===== src/rtl/nibble_serial_rx_pkg.sv =====
// -----------------------------------------------------------------------------
// nibble_serial_rx_pkg
// Shared definitions for the nibble serial receiver:
//   - rx_state_t : receiver FSM state encodings (3-bit)
//   - DATA_BITS  : number of data bits carried by one frame
//   - is_busy()  : receiver activity decode (every state except IDLE)
// No ports (package).
// -----------------------------------------------------------------------------
package nibble_serial_rx_pkg;

    typedef enum logic [2:0] {
        ST_IDLE      = 3'd0,
        ST_START     = 3'd1,
        ST_DATA      = 3'd2,
        ST_STOP      = 3'd3,
        ST_WAIT_IDLE = 3'd4
    } rx_state_t;

    localparam int DATA_BITS = 4;

    // The receiver is considered active in every state except IDLE.
    function automatic logic is_busy(input rx_state_t state);
        return (state != ST_IDLE);
    endfunction

endpackage


===== src/rtl/nibble_serial_rx_bit_sync.sv =====
// -----------------------------------------------------------------------------
// bit_sync
// Two-flop synchronizer for an asynchronous single-bit input. Both flops
// reset to 1 so that an idle-high serial line looks idle straight out of
// reset.
// Ports:
//   clock  in  system clock
//   reset  in  synchronous, active-high reset (flops load 1)
//   d_in   in  asynchronous input
//   q_out  out synchronized copy of d_in (2 cycles of latency)
// -----------------------------------------------------------------------------
module bit_sync (
    input  logic clock,
    input  logic reset,
    input  logic d_in,
    output logic q_out
);

    logic r_meta;
    logic r_sync;

    always_ff @(posedge clock) begin
        if (reset) begin
            r_meta <= 1'b1;
            r_sync <= 1'b1;
        end else begin
            r_meta <= d_in;
            r_sync <= r_meta;
        end
    end

    assign q_out = r_sync;

endmodule


===== src/rtl/nibble_serial_rx.sv =====
// -----------------------------------------------------------------------------
// nibble_serial_rx
// Receives frames of the form: start(0), a, b, c, d, stop(1) on an idle-high
// serial line and presents the recovered 4-bit word on a..d with a one-cycle
// ready strobe. False starts are dropped silently; a low stop bit produces a
// one-cycle frame_err pulse and leaves a..d untouched.
// Parameters:
//   CLKS_PER_BIT  clocks per serial bit (2..255)
//   CNT_W         bit-period counter width (must hold CLKS_PER_BIT-1)
// Ports:
//   clock      in   system clock
//   reset      in   synchronous, active-high reset
//   serial_in  in   asynchronous serial line, idle high
//   a,b,c,d    out  data bits of the last good frame (first..fourth)
//   ready      out  one-cycle pulse, a..d hold a new word
//   frame_err  out  one-cycle pulse, stop bit sampled low
//   busy       out  high whenever the FSM is not in IDLE
// -----------------------------------------------------------------------------
module nibble_serial_rx
    import nibble_serial_rx_pkg::*;
#(
    parameter int CLKS_PER_BIT = 4,
    parameter int CNT_W        = 8
) (
    input  logic clock,
    input  logic reset,
    input  logic serial_in,
    output logic a,
    output logic b,
    output logic c,
    output logic d,
    output logic ready,
    output logic frame_err,
    output logic busy
);

    // The counter runs down to zero, so a load of L expires L+1 cycles later.
    // Loading (period - 1) keeps every value within CLKS_PER_BIT-1.
    localparam logic [CNT_W-1:0] HALF_LOAD = CNT_W'(CLKS_PER_BIT / 2 - 1);
    localparam logic [CNT_W-1:0] BIT_LOAD  = CNT_W'(CLKS_PER_BIT - 1);
    localparam logic [1:0]       LAST_IDX  = 2'(DATA_BITS - 1);

    logic                 w_rx_s;
    logic                 w_cnt_expired;

    rx_state_t            r_state;
    rx_state_t            w_state_next;
    logic [CNT_W-1:0]     r_cnt;
    logic [CNT_W-1:0]     w_cnt_next;
    logic [1:0]           r_idx;
    logic [1:0]           w_idx_next;
    logic [DATA_BITS-1:0] r_shift;
    logic [DATA_BITS-1:0] w_shift_next;
    logic [DATA_BITS-1:0] r_word;
    logic [DATA_BITS-1:0] w_word_next;
    logic                 r_ready;
    logic                 w_ready_next;
    logic                 r_frame_err;
    logic                 w_frame_err_next;

    bit_sync u_sync (
        .clock (clock),
        .reset (reset),
        .d_in  (serial_in),
        .q_out (w_rx_s)
    );

    assign w_cnt_expired = (r_cnt == '0);

    // State, counters, shift register and output registers.
    always_ff @(posedge clock) begin
        if (reset) begin
            r_state     <= ST_IDLE;
            r_cnt       <= '0;
            r_idx       <= '0;
            r_shift     <= '0;
            r_word      <= '0;
            r_ready     <= 1'b0;
            r_frame_err <= 1'b0;
        end else begin
            r_state     <= w_state_next;
            r_cnt       <= w_cnt_next;
            r_idx       <= w_idx_next;
            r_shift     <= w_shift_next;
            r_word      <= w_word_next;
            r_ready     <= w_ready_next;
            r_frame_err <= w_frame_err_next;
        end
    end

    // Next-state and datapath decode.
    always_comb begin
        w_state_next     = r_state;
        w_cnt_next       = w_cnt_expired ? '0 : (r_cnt - CNT_W'(1));
        w_idx_next       = r_idx;
        w_shift_next     = r_shift;
        w_word_next      = r_word;
        w_ready_next     = 1'b0;
        w_frame_err_next = 1'b0;

        case (r_state)
            ST_IDLE: begin
                if (!w_rx_s) begin
                    w_state_next = ST_START;
                    w_cnt_next   = HALF_LOAD;
                end
            end

            // Re-check the line in the middle of the start bit to reject glitches.
            ST_START: begin
                if (w_cnt_expired) begin
                    if (w_rx_s) begin
                        w_state_next = ST_IDLE;
                    end else begin
                        w_state_next = ST_DATA;
                        w_idx_next   = '0;
                        w_cnt_next   = BIT_LOAD;
                    end
                end
            end

            ST_DATA: begin
                if (w_cnt_expired) begin
                    w_shift_next[r_idx] = w_rx_s;
                    w_cnt_next          = BIT_LOAD;
                    if (r_idx == LAST_IDX) begin
                        w_state_next = ST_STOP;
                    end else begin
                        w_idx_next = r_idx + 2'd1;
                    end
                end
            end

            // Returning straight to IDLE lets a start bit that immediately
            // follows the stop bit be caught with no gap.
            ST_STOP: begin
                if (w_cnt_expired) begin
                    if (w_rx_s) begin
                        w_word_next  = r_shift;
                        w_ready_next = 1'b1;
                        w_state_next = ST_IDLE;
                    end else begin
                        w_frame_err_next = 1'b1;
                        w_state_next     = ST_WAIT_IDLE;
                    end
                end
            end

            // A line stuck low after a framing error must not look like a new start.
            ST_WAIT_IDLE: begin
                if (w_rx_s) begin
                    w_state_next = ST_IDLE;
                end
            end

            default: begin
                w_state_next = ST_IDLE;
            end
        endcase
    end

    assign a         = r_word[0];
    assign b         = r_word[1];
    assign c         = r_word[2];
    assign d         = r_word[3];
    assign ready     = r_ready;
    assign frame_err = r_frame_err;
    assign busy      = is_busy(r_state);

endmodule

===== config.mk =====
export PLATFORM = sky130hd
export DESIGN_NAME = nibble_serial_rx
export DESIGN_NICKNAME = d
export VERILOG_FILES = /design/src/rtl/nibble_serial_rx_pkg.sv /design/src/rtl/nibble_serial_rx_bit_sync.sv /design/src/rtl/nibble_serial_rx.sv
export SDC_FILE = /design/constraint.sdc
export NUM_CORES = 1
export LEC_CHECK = 0
export BUFFER_PORTS_ARGS = -buffer_cell sky130_fd_sc_hd__buf_2
export CAP_MARGIN = 20
export CORE_MARGIN = 2
export CORE_UTILIZATION = 45
export DETAILED_ROUTE_END_ITERATION = 7
export HOLD_SLACK_MARGIN = 0.06
export SKIP_LAST_GASP = 1
export SLEW_MARGIN = 0
export SYNTH_ARGS = -nofsm -noshare
export SYNTH_HDL_FRONTEND = slang
export SYNTH_HIERARCHICAL = 1
export SYNTH_SLANG_ARGS = --single-unit
export TNS_END_PERCENT = 100

===== constraint.sdc =====
create_clock -name clock -period 2.9 [get_ports clock]
set_input_delay 0.58 -clock clock [delete_from_list [all_inputs] [get_ports clock]]
set_output_delay 0.58 -clock clock [all_outputs]
set_load 0.05 [all_outputs]

# == After elaboration in Yosys (flattened, before gate mapping) ==
# Cells that the tools add are included.
# classes
addsub,2
magnitude_cmp,2
eq_ne,13
n_mux,25
bitwise,2
reduce_logical,10
# op_table
op,n
$mux 8,5
$pmux 8 s3,1
$mux 3,7
$pmux 3 s5,1
$ne 2x2->1 const B,7
$mux 2,5
$logic_not 8->1,1
$sub 8x1->8 const B,1
$eq 3x2->1 const B,2
$reduce_and 6->1,1
$reduce_and 5->1,1
$bwmux 4,1
$pmux 2 s2,1
$eq 3x1->1 const B,1
$eq 3x3->1 const B,1
$logic_not 3->1,1
$lt 2x3->1 const B,1
$mux 1,3
$reduce_and 3->1,1
$reduce_bool 3->1,1
$reduce_or 3->1,1
$add 2x1->2 const B,1
$demux 1 s2,1
$eq 2x2->1 const B,1
other kinds (6),7
# word_totals
regBits,25
in_bits,3
output_inout_bits,7
word_cells,63

# == Depth between registers and ports, before layout ==
# depth
word_depth,5
ltp_mapped,6
mapped_depth_nobuf,5

# == Cells and area by module ==
# The synthesis kept the hierarchy.
# modules_own_cells
module,n_inst,cells_each,area_per_inst_um2,seq_area_each_um2
nibble_serial_rx,1,136,1213.7,460.4
bit_sync,1,4,52.6,40.0

# == Worst setup path after synthesis ==
# Ideal clock, no wire load.
# synth_timing
kind,register -> output
start,register r_state[1]
end,output port busy
t_arrival_ns,1.102
t_required_ns,2.320
setup_slack_ns,1.218
path_stages_with_launch,5
n_path_buf,2
cell_sequence,dfxtp_1 clkbuf_1 buf_2 nor2_1 nand2_1
# synth_via
elab_chain_len,1
# synth_lines
element,line_no,text
start: declaration,nibble_serial_rx.sv:46,rx_state_t r_state;
start signal: assignment,nibble_serial_rx.sv:81,r_state <= w_state_next;
$reduce_bool 3->1,nibble_serial_rx_pkg.sv:23,return (state != ST_IDLE);
end: declaration,nibble_serial_rx.sv:34,output logic busy
# Every way passes these cells.

# == Final worst setup path ==
# Same ends and word-level chain as after synthesis.

==> flow_results.org <==
** Power
- Proportion of power drawn by the clock network :: 15.4%
- For this design the static power due to leakage is 0.537 nW.
- Summed over all nets, the switching power comes to ~410 µW.
- VDD sags by at most 0.456 mV.
- Dividing total power by cell area gives a power density of ~760 nW/µm².
- Internal cell power :: 605 µW
- Portion of total power attributed to combinational logic :: approximately 40%
- Per report_power, the sequential group accounts for 44.4% of the total.
- Net switching fraction of the power :: between 40 and 50%

** Clock network
- The tree is rooted in a clkbuf_4.
- Setup Buffers After CTS :: 0
- Post-CTS clock slew at the launch and capture registers of the worst setup and hold paths :: 0.12 ns
- Worst-Skew Late Latency :: between 0.3 and 0.4 ns
- Post-CTS Hold Fix Bufs :: 0
- Clock tree from TritonCTS :: built
- H-tree Lvls :: 1
- Number of buffers between clock root and the deepest sink :: 2
- In this run, CTS created clock tree buffers numbering 3.
- Resize count post-CTS :: 0
- Clk sink count :: 25

** Floorplan
- Placement row count :: 19
- Die Ht :: approximately 57 µm
- Initial standard-cell utilization of the core :: a little under half
- The die covers 3250 µm².
- Overall die width :: around 57 µm
- Pin placement for this block handled 10 I/O pins.
- Total core area :: roughly 2700 µm²

** STA
- The worst path uses approximately 70% of the clock period.
- The worst pin sits at a relative slew slack of between 50% and 60%.
- Worst setup skew after layout :: 0.0115 ns
- The final max-slew violation count came to 0.
- Final setup violating endpoints :: 0
- RSZ-0062 raised after global routing :: no
- For the final routed database, the setup TNS stands at 0 ns.
- Hold Fails Final Rpt :: 0
- Worst slew pin tran :: around 0.64 ns
- The routed design could run at a clock period as short as ~2.0 ns.
- Maximum clock rate :: 496 MHz

** Critical path
- Critical path launch point type :: flop
- Endpoint of the worst setup timing path :: busy
- The number of cells on the worst reg-to-reg path is 5.
- Slowest cell on the critical path :: dfxtp_1
- By startpoint and endpoint, the worst setup path is classified as reg2out.
- Crit-path leading delay family :: flip-flops
- The critical path runs through a total of 3 cells.
- Largest incremental delay on the critical path :: between 0.6 and 0.7 ns
- Sum of buffers and inverters on the critical path :: 1
- Worst setup path startpoint :: r_state[1]
- The worst setup path is captured at a primary output.
- Minimum setup slack among reg-to-reg paths :: 1.13 ns
- Worst path cell trace :: nor2_1 -> nand2_1 -> buf_2
- In this run the worst path has a maximum fanout of 17.
- Arr. time, crit path :: 1.44 ns
- The endpoint identified for the worst register-to-register timing path is r_cnt[4].
- The worst register-to-register path begins at r_cnt[0].
- Data on the critical path is required at its endpoint by ~2.3 ns.

** Logic synthesis
- Summing the areas of all compound-gate instances in the mapped netlist gives 13.2% of the synthesized area.
- Number of standard cells after synthesis :: 140
- By area, the combinational part of the netlist is dominated by simple AND/OR/NAND/NOR gates.
- Net count of the mapped netlist :: between 100 and 150
- Fraction of the mapped netlist area in simple logic gates :: around 27%
- For this run, the number of Yosys warnings is 6.
- Top_reg_cell synth :: dfxtp_1
- Synthesized area per cell :: 9.04 µm²
- The synthesized design contains 25 register bits.
- Of all cell types, the one taking the most synthesized area is dfxtp_1.
- Area share of the leading cell type in the synthesized netlist :: 39.5%
- Xor and xnor fraction of the mapped netlist area :: 2.77%
- Number of distinct library cells after synthesis :: 36
- The commonest cells after synthesis are dfxtp_1 (25), nand2_1 (11), nor2_1 (10).
- Sequential cell area fraction in the yosys report :: 39.5%
- In this run the cell area of the synthesized design comes to 1270 µm².
- For this run, asynchronously set or reset flops after synthesis account for 0%.
- Most used standard cell by instance count after synthesis :: dfxtp_1
- Synthesized-area fraction occupied by adder cells :: about 5.9%
- EDFF count, synth :: 0
- The portion of synthesized area spent on multiplexers is between 4 and 5%.
- Yosys attributes the largest share of cell area to dfxtp_1 (40%), ha_1 (5.9%), mux2i_1 (4.7%), o31ai_1 (3.6%), nand2_1 (3.3%).

** Layout
- Layout Area Growth over Synthesis :: 4.94%
- Counting the fill cells in the layout gives roughly 280.
- The count of cells in the finished layout, fillers not included, comes to 175.
- Count of antenna diodes in the layout :: 0
- For this run, the share of the core covered by cells in the final layout is 49.0%.
- Of the cells placed in the final design, the portion with a size suffix greater than 1 is between 10% and 20%.
- Total number of nets in the final design :: 154

** Placed design
- The number of placed instances, taps included, is ~170.
- The congestion estimate from routability-driven global placement came to 0.812.
- Port buffering added 9 buffers.
- Dpl hpwl :: 1840 µm

** Hold path
- In this run the worst hold path is classified as reg2reg.
- In this run the most critical hold path is launched from u_sync/r_meta.

** Drt
- In the final routed layout, each cell accounts on average for 14.1 µm.
- Starting DRC count in detailed routing :: 34
- Count of TritonRoute iterations in the first routing pass :: 4
- Detailed-route wire length :: 2470 µm
- For this block, the via count after detailed routing is 1025.
- Via/cell ratio :: 5.86
- In the routed design, unresolved DRC markers number 0.
- Once detail routing completed, the nets flagged for antenna violations numbered 0.

** Global route
- The number of global-route vias before repair came to 985.
- Entering global routing, the biggest net connects 18 pins.
- The number of antenna violations at the first check in global routing came to 0.
- The total overflow left after global routing is 0.
- In the global route stage, overall resource usage came out at 16.5%.
- The first global-routing pass estimated 4240 µm of wire.

** Flow run
- Count of max-cap constraint violations :: 0

** Outcome
- The run finished with clean final reports.
[layer usage]
metal / up-vias / GRT usage (%) / routed length, µm
met5: - / 0 / 0
met4: 0 / 8.31 / 42
met3: 4 / 2.72 / 72
met2: 15 / 26.8 / 1120
met1: 488 / 21.4 / 1230
li1: 518 / - / -
[per-stage QoR]
stage	hold WS (ns)	setup WS, ns	power (mW)	cell area [µm²]
after floorplan	0.383	1.22	0.798	1270
after CTS	0.429	0.889	1.02	1330
final	0.427	0.884	1.01	1330
after global routing	0.422	0.749	1.09	1330
after global placement	0.387	1.20	0.854	1300
after detailed placement	0.398	1.13	0.863	1300
[worst min-delay path by stage]
| stage | end | slack, ns | cells after the start |
|---|---|---|---|
| after floorplan | u_sync/q_out | 0.38 | 1 |
| final | u_sync/q_out | 0.43 | 1 |
| after detailed placement | u_sync/q_out | 0.40 | 1 |
| after global routing | u_sync/r_meta | 0.42 | 2 |
| after CTS | u_sync/q_out | 0.43 | 1 |
| after global placement | u_sync/q_out | 0.39 | 1 |
[cells in the final DEF (no fill, tap or decap), types with 4 or more instances in the layout]
cell type	Yosys	layout
dfxtp_1	25	25
nand2_1	11	11
nor2_1	10	10
buf_2	2	9
inv_1	7	7
nand3_1	6	6
o31ai_1	6	6
a21oi_1	6	6
mux2i_1	6	6
nand4_1	6	6
ha_1	6	6
nor3_1	4	4
or3_1	4	4
nor4bb_1	4	4
[cell families after synthesis]
group / Yosys count
mux: 6
xor+xnor: 4
simple gates: 59
fa+ha+maj: 6
flops: 25
compound gates: 23
buf+inv: 17
[final cells by class]
| cell class | count | area [µm²] | area share, % |
|---|---|---|---|
| Inverter | 7 | 26.3 | 1.98 |
| Multi-Input combinational cell | 98 | 684 | 51.5 |
| Timing Repair Buffer | 10 | 52.6 | 3.95 |
| Tap cell | 31 | 38.8 | 2.92 |
| Sequential cell | 25 | 500 | 37.7 |
| Clock buffer | 4 | 26.3 | 1.98 |
[power by group through the flow]
stage | Clock, mW | Combinational (mW) | Sequential, mW
3_3_place_gp | 0 | 0.398 | 0.456
2_1_floorplan | 0 | 0.365 | 0.433
3_5_place_dp | 0 | 0.407 | 0.456
5_1_grt | 0.179 | 0.455 | 0.461
6_report | 0.156 | 0.406 | 0.449
4_1_cts | 0.161 | 0.408 | 0.449
[sequential cells by signal, indices dropped and copies added, names as in the netlist]
signal and flops:
r_shift 4, u_sync/r_meta 1, r_cnt 8, r_idx 2, r_word 4, r_state 3, u_sync/q_out 1, ready 1
frame_err 1
No activity file was read; power rests on OpenSTA's default activity.
